File: config.mk
export PLATFORM = sky130hd
export DESIGN_NAME = sensor_frame_tx
export DESIGN_NICKNAME = d
export VERILOG_FILES = /design/src/rtl/sensor_link_pkg.sv /design/src/rtl/sensor_stall_timer.sv /design/src/rtl/sensor_frame_tx.sv
export SDC_FILE = /design/constraint.sdc
export NUM_CORES = 1
export LEC_CHECK = 0
export ABC_CLOCK_PERIOD_IN_PS = 4770
export CAP_MARGIN = 5
export CORE_AREA = 2 2 88 90
export DETAILED_ROUTE_END_ITERATION = 7
export DIE_AREA = 0 0 90 92
export HOLD_SLACK_MARGIN = 0.03
export PLACE_DENSITY = 0.83
export SETUP_SLACK_MARGIN = 0.3
export SYNTH_ARGS = -nofsm -noshare
export SYNTH_HDL_FRONTEND = slang
export SYNTH_SLANG_ARGS = --single-unit
File: constraint.sdc
create_clock -name clk -period 4.77 [get_ports clk]
set_input_delay 0.7155 -clock clk [delete_from_list [all_inputs] [get_ports clk]]
set_output_delay 0.7155 -clock clk [all_outputs]
set_load 0.02 [all_outputs]
File: src/rtl/sensor_link_pkg.sv
// Shared definitions for the sensor telemetry link (transmitter and evaluator receiver).
package sensor_link_pkg;

  typedef enum logic [1:0] {IDLE, HDR, CH, CSUM} link_state_t;

  localparam logic [1:0] HDR_TAG = 2'b10;
  localparam int NUM_CH = 5;

  typedef logic [2:0] ch_idx_t;

  localparam ch_idx_t CH_ALT  = 3'd0;
  localparam ch_idx_t CH_TEMP = 3'd1;
  localparam ch_idx_t CH_RAD  = 3'd2;
  localparam ch_idx_t CH_OXY  = 3'd3;
  localparam ch_idx_t CH_LIFE = 3'd4;

endpackage

File: src/rtl/sensor_stall_timer.sv
// Counts consecutive stalled cycles and flags a frame abort when TIMEOUT is reached.
module sensor_stall_timer #(
  parameter int TIMEOUT = 255
) (
  input  logic clk,
  input  logic rst,
  input  logic stall,
  output logic expire,
  output logic timeout_err
);

  localparam int CW = $clog2(TIMEOUT + 1);
  localparam logic [CW-1:0] LIMIT = CW'(TIMEOUT - 1);

  logic [CW-1:0] stall_cnt_reg;
  logic          timeout_err_reg;

  // Expiry is flagged on the TIMEOUT-th stalled cycle so the abort lands on the next edge.
  assign expire      = stall && (stall_cnt_reg == LIMIT);
  assign timeout_err = timeout_err_reg;

  always_ff @(posedge clk) begin
    if (rst) begin
      stall_cnt_reg   <= '0;
      timeout_err_reg <= 1'b0;
    end else begin
      timeout_err_reg <= expire;
      if (!stall || expire) stall_cnt_reg <= '0;
      else                  stall_cnt_reg <= stall_cnt_reg + CW'(1);
    end
  end

endmodule

File: src/rtl/sensor_frame_tx.sv
// Snapshots five sensor channels and sends them as a framed valid/ready word stream.
// Define FRAME_CHECKSUM_EN to append an XOR checksum word after the life channel.
module sensor_frame_tx
  import sensor_link_pkg::*;
#(
  parameter int DATA_W  = 10,
  parameter int SEQ_W   = 8,
  parameter int TIMEOUT = 255
) (
  input  logic              clk,
  input  logic              rst,
  input  logic              sample_req,
  input  logic [DATA_W-1:0] altitude,
  input  logic [DATA_W-1:0] temp,
  input  logic [DATA_W-1:0] rad,
  input  logic [DATA_W-1:0] oxygen,
  input  logic [DATA_W-1:0] life,
  output logic              out_valid,
  input  logic              out_ready,
  output logic [DATA_W-1:0] out_data,
  output logic              out_last,
  output logic              busy,
  output logic [7:0]        drop_cnt,
  output logic              timeout_err
);

  link_state_t       state_reg, state_next;
  ch_idx_t           ch_idx_reg, ch_idx_next;
  logic [SEQ_W-1:0]  seq_reg, seq_latched_reg;
  logic [7:0]        drop_cnt_reg;
  logic [DATA_W-1:0] ch_in [NUM_CH];
  logic [DATA_W-1:0] snap [NUM_CH];
  logic [DATA_W-1:0] hdr_word;
  logic              start, hs, stall, expire;

  assign ch_in[CH_ALT]  = altitude;
  assign ch_in[CH_TEMP] = temp;
  assign ch_in[CH_RAD]  = rad;
  assign ch_in[CH_OXY]  = oxygen;
  assign ch_in[CH_LIFE] = life;

  assign out_valid = (state_reg != IDLE);
  assign busy      = out_valid;
  assign drop_cnt  = drop_cnt_reg;
  assign start     = (state_reg == IDLE) && sample_req;
  assign hs        = out_valid && out_ready;
  assign stall     = out_valid && !out_ready;

  // Snapshots load only when a frame starts, so mid-frame input changes never leak in.
  for (genvar gi = 0; gi < NUM_CH; gi++) begin : g_snap
    logic [DATA_W-1:0] value_reg;
    always_ff @(posedge clk) begin
      if (rst)        value_reg <= '0;
      else if (start) value_reg <= ch_in[gi];
    end
    assign snap[gi] = value_reg;
  end

  always_comb begin
    hdr_word = '0;
    hdr_word[DATA_W-1 -: 2] = HDR_TAG;
    hdr_word[SEQ_W-1:0]     = seq_latched_reg;
  end

`ifdef FRAME_CHECKSUM_EN
  logic [DATA_W-1:0] csum_word;
  always_comb begin
    csum_word = hdr_word;
    for (int i = 0; i < NUM_CH; i++) csum_word = csum_word ^ snap[i];
  end
`endif

  always_comb begin
    state_next  = state_reg;
    ch_idx_next = ch_idx_reg;
    out_data    = '0;
    out_last    = 1'b0;
    case (state_reg)
      IDLE: if (sample_req) state_next = HDR;
      HDR: begin
        out_data = hdr_word;
        if (hs) begin
          state_next  = CH;
          ch_idx_next = CH_ALT;
        end
      end
      CH: begin
        out_data = snap[ch_idx_reg];
`ifdef FRAME_CHECKSUM_EN
        if (hs && ch_idx_reg == CH_LIFE) state_next = CSUM;
`else
        out_last = (ch_idx_reg == CH_LIFE);
        if (hs && ch_idx_reg == CH_LIFE) state_next = IDLE;
`endif
        else if (hs) ch_idx_next = ch_idx_reg + 3'd1;
      end
      CSUM: begin
`ifdef FRAME_CHECKSUM_EN
        out_data = csum_word;
        out_last = 1'b1;
        if (hs) state_next = IDLE;
`else
        state_next = IDLE;
`endif
      end
      default: state_next = IDLE;
    endcase
    if (expire) state_next = IDLE;
  end

  always_ff @(posedge clk) begin
    if (rst) begin
      state_reg       <= IDLE;
      ch_idx_reg      <= CH_ALT;
      seq_reg         <= '0;
      seq_latched_reg <= '0;
      drop_cnt_reg    <= '0;
    end else begin
      state_reg  <= state_next;
      ch_idx_reg <= ch_idx_next;
      if (start) begin
        seq_latched_reg <= seq_reg;
        seq_reg         <= seq_reg + SEQ_W'(1);
      end
      if (sample_req && busy && drop_cnt_reg != 8'hFF)
        drop_cnt_reg <= drop_cnt_reg + 8'd1;
    end
  end

  sensor_stall_timer #(.TIMEOUT(TIMEOUT)) u_stall_timer (
    .clk         (clk),
    .rst         (rst),
    .stall       (stall),
    .expire      (expire),
    .timeout_err (timeout_err)
  );

endmodule

# After elaboration in Yosys (flattened, before gate mapping)
# Index checks and enable logic that the tools add are counted.
# totals
out_inout_bits,22
inputBits,54
word_cells,59
ff_bits,88
# classes
n_addsub,4
n_lt_le_gt_ge,1
bitwise_logic,1
reduce_logical,17
n_eq_ne,11
n_mux,13
# ops
cell,n
binary-select mux 10 bit (select 3 bit),1
"adder 8 x 1 -> 8 bit, second input constant",3
2-to-1 mux 10 bit,2
case mux 10 bit (2 select lines),1
"inequality test 2 bit, second input constant",5
2-to-1 mux 3 bit,3
"equality test 8 bit, second input constant",1
"inequality test 8 bit, second input constant",1
case mux 2 bit (4 select lines),1
logical AND 1 bit,7
2-to-1 mux 2 bit,3
case mux 3 bit (2 select lines),1
"equality test 2 bit, second input constant",2
"greater-or-equal comparator 4 bit, second input constant",1
inverter 3 -> 4 bit,1
AND reduction 4 bit,1
nonzero test 2 bit,2
OR reduction 2 bit,2
"adder 3 x 1 -> 3 bit, second input constant",1
"equality test 3 bit, second input constant",1
AND reduction 3 bit,1
"equality test 2 x 1 -> 1 bit, second input constant",1
logical NOT 1 bit,2
logical NOT 2 bit,1
other kinds (2),2

# Logic depth before layout (Yosys ltp)
# logic_depth
ltp_word,5
mapped_depth,8
ltp_nobuf,6

# Cells and area by module
# Synthesis repeated with hierarchy kept, for this count alone.
# hier_totals
hier_cells,508
area_unflattened_um2,4107.7
# by_module_without_submodules
module,area_per_inst_um2,instances,cells_per_inst,seq_area_each_um2
sensor_frame_tx,3697.3,1,463,1581.5
sensor_stall_timer,410.4,1,45,180.2

# Worst setup path after synthesis
# Ideal clock, no wire load.
# synth_path
path_type,register to output
startpoint,reg state_reg[1]
endpoint,out out_data[0]
t_required_ns,4.055
slack_ns,2.283
t_arrival_ns,1.772
stages_incl_launch_ff,7
path_cell_list,dfxtp_1 > inv_1 > ha_1 > clkbuf_1 > clkbuf_1 > a21oi_1 > nor3b_1
# synth_between
elab_chain_cells,2
elab_cells_between_ends,3
cone_classes,eq/ne: 2; mux: 1
# synth_lines
item,line,rtl
from (decl),sensor_frame_tx.sv:27,"link_state_t state_reg, state_next;"
from (signal assigned),sensor_frame_tx.sv:119,state_reg <= state_next;
equality test 2 bit / equality test 2 x 1 -> 1 bit (equally long branches),sensor_frame_tx.sv:78,case (state_reg)
case mux 10 bit (2 select lines) *,sensor_frame_tx.sv:78,
to (decl),sensor_frame_tx.sv:20,"output logic [DATA_W-1:0] out_data,"
# Every way passes the cells marked *; elsewhere a longest branch is shown, timed or not.

# Worst setup path in the final report
# layout_path
startpoint,reg ch_idx_reg[1]
endpoint,out out_data[4]
# layout_between
elab_chain_cells,5
# layout_lines
item,line,rtl
from (decl),sensor_frame_tx.sv:28,"ch_idx_t ch_idx_reg, ch_idx_next;"
from (signal assigned),sensor_frame_tx.sv:120,ch_idx_reg <= ch_idx_next;
inverter 3 -> 4 bit (not written as such),sensor_frame_tx.sv:88,out_data = snap[ch_idx_reg];
binary-select mux 10 bit (select 3 bit),sensor_frame_tx.sv:88,
2-to-1 mux 10 bit (not written as such) (2 in a row),sensor_frame_tx.sv:88,
case mux 10 bit (2 select lines),sensor_frame_tx.sv:78,
# No other way between the ends. The select of a mux whose other input is x is not followed.

==> impl_metrics.py <==
metrics = {
    "synth": {
        "synthTopCellsByArea": "dfxtp_1 (45%), nand2_1 (12%), a21oi_1 (9.4%), mux4_2 (5.1%), ha_1 (3.2%)",
        "synth-xor-area-share_pct": 3.55,
        "synth_compound_area_share_pct": 14.7,
        "yosysTopAreaCell": "dfxtp_1",
        "ys_types": 41,
        "netlist_instances": 474,
        "synth_ff_type": "dfxtp_1",
        "syn-num-nets": 538,
        "muxShareOfSynthArea_pct": 5.90,
        "yosys.area_share.adder_pct": 3.17,
        "syn_area_mm2": 0.00395,
        "ys_seq_area_share_pct": 44.7,
        "yosys.area.top_type_share_pct": 44.7,
        "synth_seq_cells": 88,
        "synthTopCellsByCount": "nand2_1 (131), dfxtp_1 (88), a21oi_1 (74), nor2_1 (22), clkbuf_1 (21)",
        "syn_area_per_cell_um2": 8.32,
        "synth_top_family_by_area": "simple AND/OR/NAND/NOR gates",
        "synth_edf_count": 0,
        "ys_warn_count": 0,
        "async_flop_share_pct": 0,
        "yosys.area_share.simple_pct": 23.1,
        "yosysMostFrequentCell": "nand2_1",
    },
    "die": {
        "start_util_pct": 53.0,
        "chipHeight_um": 92,
        "row_count": 32,
        "die_w_um": 90,
        "pin_count": 76,
        "core-area_mm2": 0.00745,
        "dieArea_mm2": 0.00828,
    },
    "timing": {
        "finalCriticalPeriod_ps": 3610,
        "max_freq_ghz": 0.277,
        "tns_ps": 0,
        "finalCritPeriodShare_pct": 75.7,
        "worst_pin_slew_ps": 1100,
        "hold_viol": 0,
        "slew_violations": 0,
        "slew-limit-headroom_pct": 26.6,
        "fin_ws_ps": 1160,
        "rsz0062_at_grt": "false",
        "worst_clock_skew_ps": 8.99,
        "setup_viol": 0,
    },
    "clock_tree": {
        "cts_root_buffer": "clkbuf_8",
        "cts_tree": "yes",
        "ctsHoldBuffers": 0,
        "clk_path_buf_depth": 2,
        "cts_sinks": 88,
        "cts.clk_slew.worst_paths_ps": 90,
        "numCtsBuffers": 9,
        "cts_setup_buffers": 0,
        "htree_levels": 3,
        "cts_resized": 0,
        "insertion_delay_ps": 360,
    },
    "place": {
        "detailed_place_hpwl_mm": 6.56,
        "io_buffer_count": 75,
        "place_ws_ps": 1570,
        "gp_congestion": 0.849,
    },
    "route": {
        "drt_pass1_iterations": 6,
        "drt_iter0_drc": 333,
        "drt_wl_total_mm": 9.65,
        "vias": 3542,
        "vias_per_cell": 5.60,
        "drc": 0,
        "final_antenna_net_count": 0,
        "wire_per_inst_um": 15.2,
    },
    "global_routing": {
        "first_global_vias": 3110,
        "global_route.overflow_total": 0,
        "track_usage_pct": 22.5,
        "grt_antenna_before_repair": 0,
        "grt_max_degree": 63,
        "grt_pass1_wl_mm": 15.0,
    },
    "worst_setup_path": {
        "end_kind": "output pin",
        "crit_type": "reg2out",
        "cp.arrival_ps": 2890,
        "start_kind": "register",
        "r2r_cells": 5,
        "rrSetupSlack_ps": 2410,
        "r2r-end": "g_snap[4].value_reg[8]",
        "path_max_fanout": 16,
        "required_ps": 4050,
        "timing.rr.start": "state_reg[0]",
    },
    "finish": {
        "multi_input_area_mm2": 0.00199,
        "syn_to_final_growth_pct": 23.8,
        "largest_register_ff_count": 50,
        "regArea_mm2": 0.00176,
        "antenna_cells": 0,
        "fin_util_pct": 65.6,
        "layout.nets": 590,
        "drive_above_1_share_pct": 6.21,
        "fill_cells": 661,
    },
    "power_and_ir_drop": {
        "vdd_drop_max_v": 0.000194,
        "power_w": 0.00164,
        "leakagePower_nw": 1.71,
        "power.density_mw_per_mm2": 336,
    },
    "worst_hold_path": {
        "hp-start": "g_snap[0].value_reg[8]",
        "hold_depth": 2,
        "hold_class": "reg2reg",
        "holdPathEnd": "g_snap[0].value_reg[8]",
    },
    "flow_run": {
        "drv_cap": 0,
    },
    "outcome": {
        "status": "finished, final reports clean",
    },
}
## cells in the final DEF, fill, tap and decap left out, types with 10 or more instances in the layout
cell               n
dfxtp_1           88
nand2_1          130
clkbuf_8          10
ha_1              10
xor2_1            14
a21oi_1           74
nor2_1            22
clkdlybuf4s50_1   74
## critical path, stage by stage (launching register included)
cell             delay (ps)
dfxtp_1                 930
mux4_2                  600
a222oi_1                310
nor3b_1                 130
clkdlybuf4s50_1         560
## how the worst max path moves through the flow
stage / startpoint / to / slack, ps
finish: ch_idx_reg[1] / out_data[4] / 1160
global route: ch_idx_reg[1] / out_data[4] / 1010
CTS: ch_idx_reg[1] / out_data[4] / 1150
detailed placement: ch_idx_reg[1] / out_data[4] / 1570
global placement: ch_idx_reg[1] / out_data[4] / 1620
floorplan: state_reg[1] / out_data[0] / 2280
## final cells by class
| cell class | instances | area share [%] |
|---|---|---|
| Multi-Input combinational cell | 342 | 40.8 |
| Clock inverter | 6 | 1.54 |
| Tap cell | 102 | 2.61 |
| Inverter | 9 | 0.692 |
| Timing Repair Buffer | 76 | 15.4 |
| Clock buffer | 10 | 2.82 |
| Sequential cell | 88 | 36.1 |
## routing by layer
layer	up-vias	global-route usage [%]	share of wire, %
met2	135	36.3	47
met5	-	0	0
met3	28	5.09	6.4
met4	0	10.0	2.9
met1	1654	29.2	44
li1	1725	-	-
## through the flow
step,area (um^2),instances,hold slack (ps)
after detailed placement,4670,617,444
final,4880,633,460
after global placement,4670,617,443
after CTS,4880,633,458
after floorplan,3950,474,433
after global routing,4880,633,483
## kinds of logic (layout without fill, tap and decap cells)
kind of cell,after synthesis,in the layout
buffers and inverters,44,101
DFF,88,88
muxes,12,12
AOI/OAI and AO/OA,100,100
adders and majority gates,10,10
and+or+nand+nor,204,204
xor gates and xnor gates,16,16
## report_power, final
group,switching [W],internal (W)
clock,0.000282,0.000265
sequential,0.0000380,0.000781
combinational,0.000156,0.000117
No activity file was read; power rests on OpenSTA's default activity.
